File: config.mk
export PLATFORM = sky130hd
export DESIGN_NAME = gnn_result_drain
export DESIGN_NICKNAME = d
export VERILOG_FILES = /design/src/rtl/gnn_pkg.sv /design/src/rtl/gnn_sat_counter.sv /design/src/rtl/gnn_result_drain.sv
export SDC_FILE = /design/constraint.sdc
export NUM_CORES = 1
export LEC_CHECK = 0
export BUFFER_PORTS_ARGS = -buffer_cell sky130_fd_sc_hd__buf_2
export CAP_MARGIN = 25
export CORE_MARGIN = 2
export CORE_UTILIZATION = 50
export CTS_CLUSTER_DIAMETER = 120
export DETAILED_ROUTE_END_ITERATION = 12
export GPL_TIMING_DRIVEN = 0
export PLACE_DENSITY = 0.75
export REMOVE_ABC_BUFFERS = 1
export SLEW_MARGIN = 10
export SYNTH_ARGS = -nofsm -noshare
export SYNTH_HDL_FRONTEND = slang
export SYNTH_SLANG_ARGS = --single-unit
export TNS_END_PERCENT = 100
File: constraint.sdc
create_clock -name clk -period 6.4 [get_ports clk]
set_input_delay 0.64 -clock clk [delete_from_list [all_inputs] [get_ports clk]]
set_output_delay 0.64 -clock clk [all_outputs]
set_load 0.03 [all_outputs]
File: src/rtl/gnn_pkg.sv
// Shared types and sizes for the GNN result drain: lane geometry, result word
// type and drain FSM states.
package gnn_pkg;

  localparam int NUM_NODES     = 4;
  localparam int OUTS_PER_NODE = 2;
  localparam int DW            = 21;
  localparam int L             = NUM_NODES * OUTS_PER_NODE;
  localparam int IDX_W         = $clog2(L);

  typedef logic signed [DW-1:0] res_t;

  typedef enum logic [1:0] {
    IDLE    = 2'd0,
    COLLECT = 2'd1,
    SEND    = 2'd2
  } drain_state_t;

  // A set is complete once every lane has been captured.
  function automatic logic mask_full(input logic [L-1:0] mask);
    return &mask;
  endfunction

endpackage

File: src/rtl/gnn_sat_counter.sv
// Saturating event counter: increments by one per flagged cycle and sticks at
// all-ones. Cleared only by the synchronous active-low reset.
module gnn_sat_counter #(
  parameter int CNT_W = 8
) (
  input  logic             clk,
  input  logic             rst_n,
  input  logic             i_inc,
  output logic [CNT_W-1:0] o_cnt
);

  logic [CNT_W-1:0] r_cnt;

  // Count register with saturation at the top value.
  always_ff @(posedge clk) begin
    if (!rst_n) begin
      r_cnt <= {CNT_W{1'b0}};
    end else if (i_inc && (r_cnt != {CNT_W{1'b1}})) begin
      r_cnt <= r_cnt + {{(CNT_W-1){1'b0}}, 1'b1};
    end else begin
      r_cnt <= r_cnt;
    end
  end

  assign o_cnt = r_cnt;

endmodule

File: src/rtl/gnn_result_drain.sv
// Captures one 8-lane GNN result set and streams it out in lane order on a
// valid/ready interface, counting result cycles that arrive while it is full.
module gnn_result_drain
  import gnn_pkg::*;
#(
  parameter int CNT_W = 8
) (
  input  logic                  clk,
  input  logic                  rst_n,
  input  logic [L*DW-1:0]       res_data,
  input  logic [L-1:0]          res_vld,
  output logic signed [DW-1:0]  m_data,
  output logic [IDX_W-1:0]      m_idx,
  output logic                  m_valid,
  input  logic                  m_ready,
  output logic                  m_last,
  output logic                  busy,
  output logic [CNT_W-1:0]      drop_cnt
);

  drain_state_t     r_state;
  drain_state_t     w_state_nxt;
  logic [L-1:0]     r_mask;
  logic [L-1:0]     w_mask_nxt;
  res_t             r_buf [L];
  res_t             w_buf_nxt [L];
  logic [IDX_W-1:0] r_idx;
  logic [IDX_W-1:0] w_idx_nxt;
  logic             w_drop;
  logic             w_xfer;

  res_t             r_m_data;
  logic [IDX_W-1:0] r_m_idx;
  logic             r_m_valid;
  logic             r_m_last;
  logic             r_busy;

  assign w_xfer = r_m_valid & m_ready;

  // Next-state, capture and drop decode for the drain FSM.
  always_comb begin
    w_state_nxt = r_state;
    w_mask_nxt  = r_mask;
    w_buf_nxt   = r_buf;
    w_idx_nxt   = r_idx;
    w_drop      = 1'b0;
    case (r_state)
      IDLE: begin
        for (int k = 0; k < L; k++) begin
          if (res_vld[k]) begin
            w_buf_nxt[k]  = res_data[k*DW +: DW];
            w_mask_nxt[k] = 1'b1;
          end else begin
            w_mask_nxt[k] = r_mask[k];
          end
        end
        if (mask_full(w_mask_nxt)) begin
          w_state_nxt = SEND;
        end else if (|res_vld) begin
          w_state_nxt = COLLECT;
        end else begin
          w_state_nxt = IDLE;
        end
      end
      COLLECT: begin
        // A lane already held is never overwritten; a repeat is a drop.
        for (int k = 0; k < L; k++) begin
          if (res_vld[k] && !r_mask[k]) begin
            w_buf_nxt[k]  = res_data[k*DW +: DW];
            w_mask_nxt[k] = 1'b1;
          end else if (res_vld[k]) begin
            w_drop = 1'b1;
          end else begin
            w_mask_nxt[k] = r_mask[k];
          end
        end
        if (mask_full(w_mask_nxt)) begin
          w_state_nxt = SEND;
        end else begin
          w_state_nxt = COLLECT;
        end
      end
      SEND: begin
        w_drop = |res_vld;
        if (w_xfer && (r_idx == IDX_W'(L-1))) begin
          w_idx_nxt   = {IDX_W{1'b0}};
          w_mask_nxt  = {L{1'b0}};
          w_state_nxt = IDLE;
        end else if (w_xfer) begin
          w_idx_nxt = r_idx + IDX_W'(1);
        end else begin
          w_idx_nxt = r_idx;
        end
      end
      default: begin
        w_state_nxt = IDLE;
        w_mask_nxt  = {L{1'b0}};
        w_idx_nxt   = {IDX_W{1'b0}};
      end
    endcase
  end

  // State, buffer and registered stream outputs, all computed from next-state.
  always_ff @(posedge clk) begin
    if (!rst_n) begin
      r_state   <= IDLE;
      r_mask    <= {L{1'b0}};
      r_idx     <= {IDX_W{1'b0}};
      for (int k = 0; k < L; k++) begin
        r_buf[k] <= {DW{1'b0}};
      end
      r_m_data  <= {DW{1'b0}};
      r_m_idx   <= {IDX_W{1'b0}};
      r_m_valid <= 1'b0;
      r_m_last  <= 1'b0;
      r_busy    <= 1'b0;
    end else begin
      r_state   <= w_state_nxt;
      r_mask    <= w_mask_nxt;
      r_idx     <= w_idx_nxt;
      r_buf     <= w_buf_nxt;
      r_m_data  <= (w_state_nxt == SEND) ? w_buf_nxt[w_idx_nxt] : {DW{1'b0}};
      r_m_idx   <= w_idx_nxt;
      r_m_valid <= (w_state_nxt == SEND);
      r_m_last  <= (w_state_nxt == SEND) && (w_idx_nxt == IDX_W'(L-1));
      r_busy    <= (w_state_nxt != IDLE);
    end
  end

  gnn_sat_counter #(.CNT_W(CNT_W)) u_drop_cnt (
    .clk   (clk),
    .rst_n (rst_n),
    .i_inc (w_drop),
    .o_cnt (drop_cnt)
  );

  assign m_data  = r_m_data;
  assign m_idx   = r_m_idx;
  assign m_valid = r_m_valid;
  assign m_last  = r_m_last;
  assign busy    = r_busy;

endmodule
# Yosys cells after proc, flatten, opt, wreduce, memory -nomap -nowiden
# Cells that the tools add are included.
# totals
reg_bits,213
output_inout_bits,35
# op_classes
add_sub_neg,2
magnitude_cmp,1
n_eq_ne,7
n_mux,81
n_bitwise,2
reduce_logical,26
# ops
op,n
21-bit 2-to-1 mux,18
168-bit case mux with 2 select lines,1
21-bit binary-select mux with 3-bit select,1
1-bit 2-to-1 mux,51
8-bit case mux with 3 select lines,1
8-bit AND reduction,2
1-bit logical AND,11
"8-bit by 1-bit adder with 8-bit output, second input constant",1
1-bit logical NOT,8
8-bit 2-to-1 mux,1
"8-bit inequality test, second input constant",1
8-bit OR reduction,1
"3-bit equality test, second input constant",2
2-bit 2-to-1 mux,3
3-bit 2-to-1 mux,2
2-bit case mux with 3 select lines,1
3-bit case mux with 2 select lines,1
"2-bit equality test, second input constant",2
"4-bit greater-or-equal comparator, second input constant",1
3-bit NOT with 4-bit output,1
"3-bit by 1-bit adder with 3-bit output, second input constant",1
"2-bit by 1-bit equality test with 1-bit output, second input constant",1
2-bit logical NOT,1
"2-bit inequality test, second input constant",1
5 further kinds,5

# Longest topological paths before layout
# depth
ltp_word,21
ltp_mapped,11
ltp_nobuf,8

# Modules after synthesis
# From an unflattened synthesis, not the netlist that was laid out.
# hier_totals
cells_unflattened,920
area_unflattened_um2,9366.5
# modules_own_cells
mod,n_inst,cells_per_inst,area_per_inst_um2,seq_area_each_um2
gnn_result_drain,1,873,8962.3,4103.9
gnn_sat_counter,1,47,404.1,160.2

# Worst setup path before layout
# OpenSTA, ideal clock, no wires.
# synth_timing
path_kind,reg2reg
startpoint,"register, netlist name m_idx[0]"
endpoint,register r_m_data[0] (netlist: m_data[0])
setup_time_ns,0.124
arrival_time_ns,2.364
required_time_ns,6.276
path_slack_ns,3.911
stages_incl_launch_ff,11
n_path_buf,2
period_less_slack_ns,2.489
cell_sequence,dfxtp_1 -> ha_1 -> ha_1 -> and4b_1 -> and2_1 -> o21ai_1 -> buf_2 -> buf_2 -> mux2_2 -> o22ai_1 -> o22ai_1
# synth_rtl
item,line_no,source
end signal: assignment,gnn_result_drain.sv:112,r_m_data <= {DW{1'b0}};
end signal: assignment,gnn_result_drain.sv:122,r_m_data <= (w_state_nxt == SEND) ? w_buf_nxt[w_idx_nxt] : {DW{1'b0}};
end: declaration,gnn_result_drain.sv:32,res_t r_m_data;

# Final worst setup path
# layout_timing
startpoint,register r_state[1]
endpoint,register r_m_data[8] (netlist: m_data[8])
# layout_between
elab_chain_cells,7
elab_cells_between_ends,14
cone_classes,3 x eq/ne; 7 x mux; 1 x bitwise; 3 x reduce/logical
# layout_lines
item,line_no,source
start: declaration,gnn_result_drain.sv:21,drain_state_t r_state;
start signal: assignment,gnn_result_drain.sv:118,r_state <= w_state_nxt;
2-bit by 1-bit equality test with 1-bit output / 2-bit logical NOT (equally long branches),gnn_result_drain.sv:47,case (r_state)
2-bit OR reduction (no source line),-,
3-bit case mux with 2 select lines,gnn_result_drain.sv:47,
3-bit NOT with 4-bit output (implied by the code),gnn_result_drain.sv:122,
21-bit binary-select mux with 3-bit select,gnn_result_drain.sv:122,
21-bit 2-to-1 mux (implied by the code) (2 in series),gnn_result_drain.sv:122,
# Several ways; a longest one is shown, not always the timed one. The select of a mux whose other input is x is not followed.
# A chain may end at the register's enable or synchronous reset.

==> impl_metrics.tcl <==
set metrics [dict create \
    status "finished, final reports clean" \
    io_buffers 213 \
    wl_per_cell_um 20.1 \
    cts_resized 0 \
    synth_seq_area_share_pct 46.3 \
    syn_avg_cell_area_sq_um 10.1 \
    seq_area_sq_mm 0.00426 \
    path_buf_inv 2 \
    grt_max_degree 118 \
    end_kind "flop" \
    min_period_ns 3.48 \
    ys.flop_type "dfxtp_1" \
    fmax_mhz 287 \
    r2r_cells 9 \
    slew_viol_final 0 \
    drc 0 \
    slowest_stage "nor2b_1" \
    yosysMostFrequentCell "dfxtp_1" \
    final_area_sq_mm 0.0113 \
    tns_ns 0 \
    synth_commonest_cells "dfxtp_1, nor2b_1, and2_1, a22oi_1, a22o_1" \
    layout-drive-gt1-share_pct 27.3 \
    finalWirelength_mm 26.9 \
    path_class "flop to flop" \
    core_sq_mm 0.0180 \
    finalCritPeriodShare_pct 54.4 \
    maxSlewHeadroom_pct 28.7 \
    routabilityCongestion 0.884 \
    drtIter0Drc 591 \
    r2r-start "r_state[1]$_SDFF_PN0_" \
    drtPass1Iterations 5 \
    ir_worst_vdd_uv 199 \
    grt_pass1_wl_mm 41.2 \
    crit_path_start_kind "flop" \
    htreeDepth 1 \
    die_area_sq_mm 0.0195 \
    critical-path-max-stage-delay_ns 0.73 \
    die_w_um 140 \
    fill_cells 1547 \
    worstPathMaxFanout 13 \
    min_path_type "primary input to flop" \
    grt_pass1_vias 7734 \
    cts_tree "built" \
    clockRootBuffer "clkbuf_16" \
    synth_top_cell_area_share_pct 46.3 \
    hp-start "res_data[108]" \
    start_util_pct 51.1 \
    ys_ff_latch 213 \
    hpwl_mm 18.2 \
    maxCapViolCount 0 \
    cts_setup_buffers 0 \
    multiInputGateArea_sq_mm 0.00466 \
    leakage_nw 5.01 \
    grt.overflow.total 0 \
    worstMarginPinSlew_ns 1.07 \
    synth_top_area_cell "dfxtp_1" \
    cp.arrival_ns 3.79 \
    rsz0062_at_grt "no" \
    synth_area_leaders "dfxtp_1, a22o_1, a22oi_1, mux2i_1, nor2b_1" \
    synth_edf_count 0 \
    setup_viol 0 \
    required_ns 6.72 \
    num_rows 49 \
    viasPerCell 5.84 \
    worstReg2RegEnd "m_data[8]$_SDFF_PN0_" \
    nets 1277 \
    r2r_setup_slack_ns 2.92 \
    grt_use_total_pct 26.3 \
    placed_cell_area_sq_mm 0.0106 \
    worstHoldEndpoint "r_buf[45]$_SDFF_PN0_" \
    postCtsHoldBufs 0 \
    clk_pin_slew_ns 0.06 \
    clk_latency_ns 0.49 \
    die_h_um 140 \
    cts_buffers 23 \
    synth.distinct_cells 45 \
    antenna_found_initial 7 \
    whs_path_depth 3 \
    ant_nets 0 \
    mappedNetlistArea_sq_mm 0.00922 \
    clock_tree.buffer_depth 3 \
    synth_cells 913 \
    pin_count 214 \
    cts.sinks 213 \
    async_reset_ff_share_pct 0 \
    yosysWarnings 0 \
    syn_to_final_growth_pct 22.6 \
    crit_family "compound AO/OA/AOI/OAI gates" \
    finalHoldViolCount 0 \
    power.density_mw_per_mm2 283 \
    vias 7819 \
    skew_ns 0.00667 \
    critPathMostFrequentCell "o22ai_1" \
    path_cells "inv_1, ha_1, nor2b_1, o21ai_2, buf_8, a22o_1, mux2_2, o22ai_1, o22ai_1" \
]
==> registers in the layout, summed over array words and instances, names as in the netlist <==
name              count
r_state               2
busy                  1
m_last                1
r_mask                8
m_valid               1
u_drop_cnt.o_cnt      8
m_data               21
m_idx                 3
r_buf               168
==> how the worst max path moves through the flow <==
stage                          startpoint                     to  slack, ns  cells past startpoint
floorplan             m_idx[0]$_SDFF_PN0_  m_data[10]$_SDFF_PN0_      -0.08                      8
global placement      m_idx[0]$_SDFF_PN0_  m_data[10]$_SDFF_PN0_      -2.50                      8
detailed placement  r_state[1]$_SDFF_PN0_   m_data[8]$_SDFF_PN0_       2.94                      9
CTS                 r_state[1]$_SDFF_PN0_   m_data[8]$_SDFF_PN0_       2.90                      9
global route        r_state[1]$_SDFF_PN0_   m_data[8]$_SDFF_PN0_       2.69                      9
finish              r_state[1]$_SDFF_PN0_   m_data[8]$_SDFF_PN0_       2.92                      9
==> kinds of logic after synthesis <==
logic type | synth area share, %
AOI/OAI and AO/OA | 23.1
and+or+nand+nor | 15.2
DFF | 46.3
muxes | 10.1
buffers and inverters | 3.73
adders and majority gates | 0.950
xor gates and xnor gates | 0.570
==> worst register-to-register path, cell delays in order (launching register included) <==
cell	delay, ns
dfxtp_1	0.48
inv_1	0.14
ha_1	0.35
nor2b_1	0.73
o21ai_2	0.39
buf_8	0.26
a22o_1	0.25
mux2_2	0.26
o22ai_1	0.26
o22ai_1	0.18
==> area by class of cell <==
cell class	count	share of cell area, %
multi-input cells	619	41.2
flip-flops and latches	213	37.7
repair buffers	228	12.0
clock buffers	40	6.28
well taps	229	2.53
inverters	6	0.199
diodes	4	0.0885
clock inverters	1	0.0443
==> power breakdown <==
group	total (mW)	switching [mW]	internal, mW
clock network	1.27	0.520	0.745
logic	0.493	0.267	0.226
registers	1.44	0.0287	1.41
==> cell usage in the layout (no fill, tap or decap), drive strengths merged, types with 2 or more instances in the layout <==
master	synthesis	final
nand2b	2	2
a22oi	89	89
o221ai	8	8
mux2	24	24
xnor2	5	5
inv	6	6
nand4	3	3
or3	2	2
nand3	4	4
a21oi	14	14
a22o	83	83
and3	2	2
nor2	13	13
nand2	12	12
nor2b	95	95
mux2i	66	66
nor4	2	2
dfxtp	213	213
o22ai	44	44
o21a	20	20
diode	0	4
a21boi	5	5
clkbuf	55	40
and2	92	92
ha	7	7
buf	20	228
o21ai	14	14
==> layer usage <==
layer  wire [um]  vias up  GRT usage [%]
li1            -     3729              -
met1       11400     3742           34.6
met2       12500      286           43.0
met3        2390       56           7.30
met4         640        6           6.47
met5          39        -              0
==> per-stage QoR <==
step | hold slack (ns) | std cells | setup slack [ns] | utilization, % | power (mW)
6_report | 0.428 | 1340 | 2.92 | 62.7 | 3.20
5_1_grt | 0.427 | 1338 | 2.69 | 62.7 | 3.32
4_1_cts | 0.421 | 1336 | 2.90 | 62.7 | 3.21
3_5_place_dp | 0.508 | 1295 | 2.94 | 58.7 | 1.95
3_3_place_gp | 0.494 | 1280 | -2.50 | 56.9 | 1.92
2_1_floorplan | 0.481 | 838 | -0.0825 | - | 1.75
(Power assumes the default switching activity.)
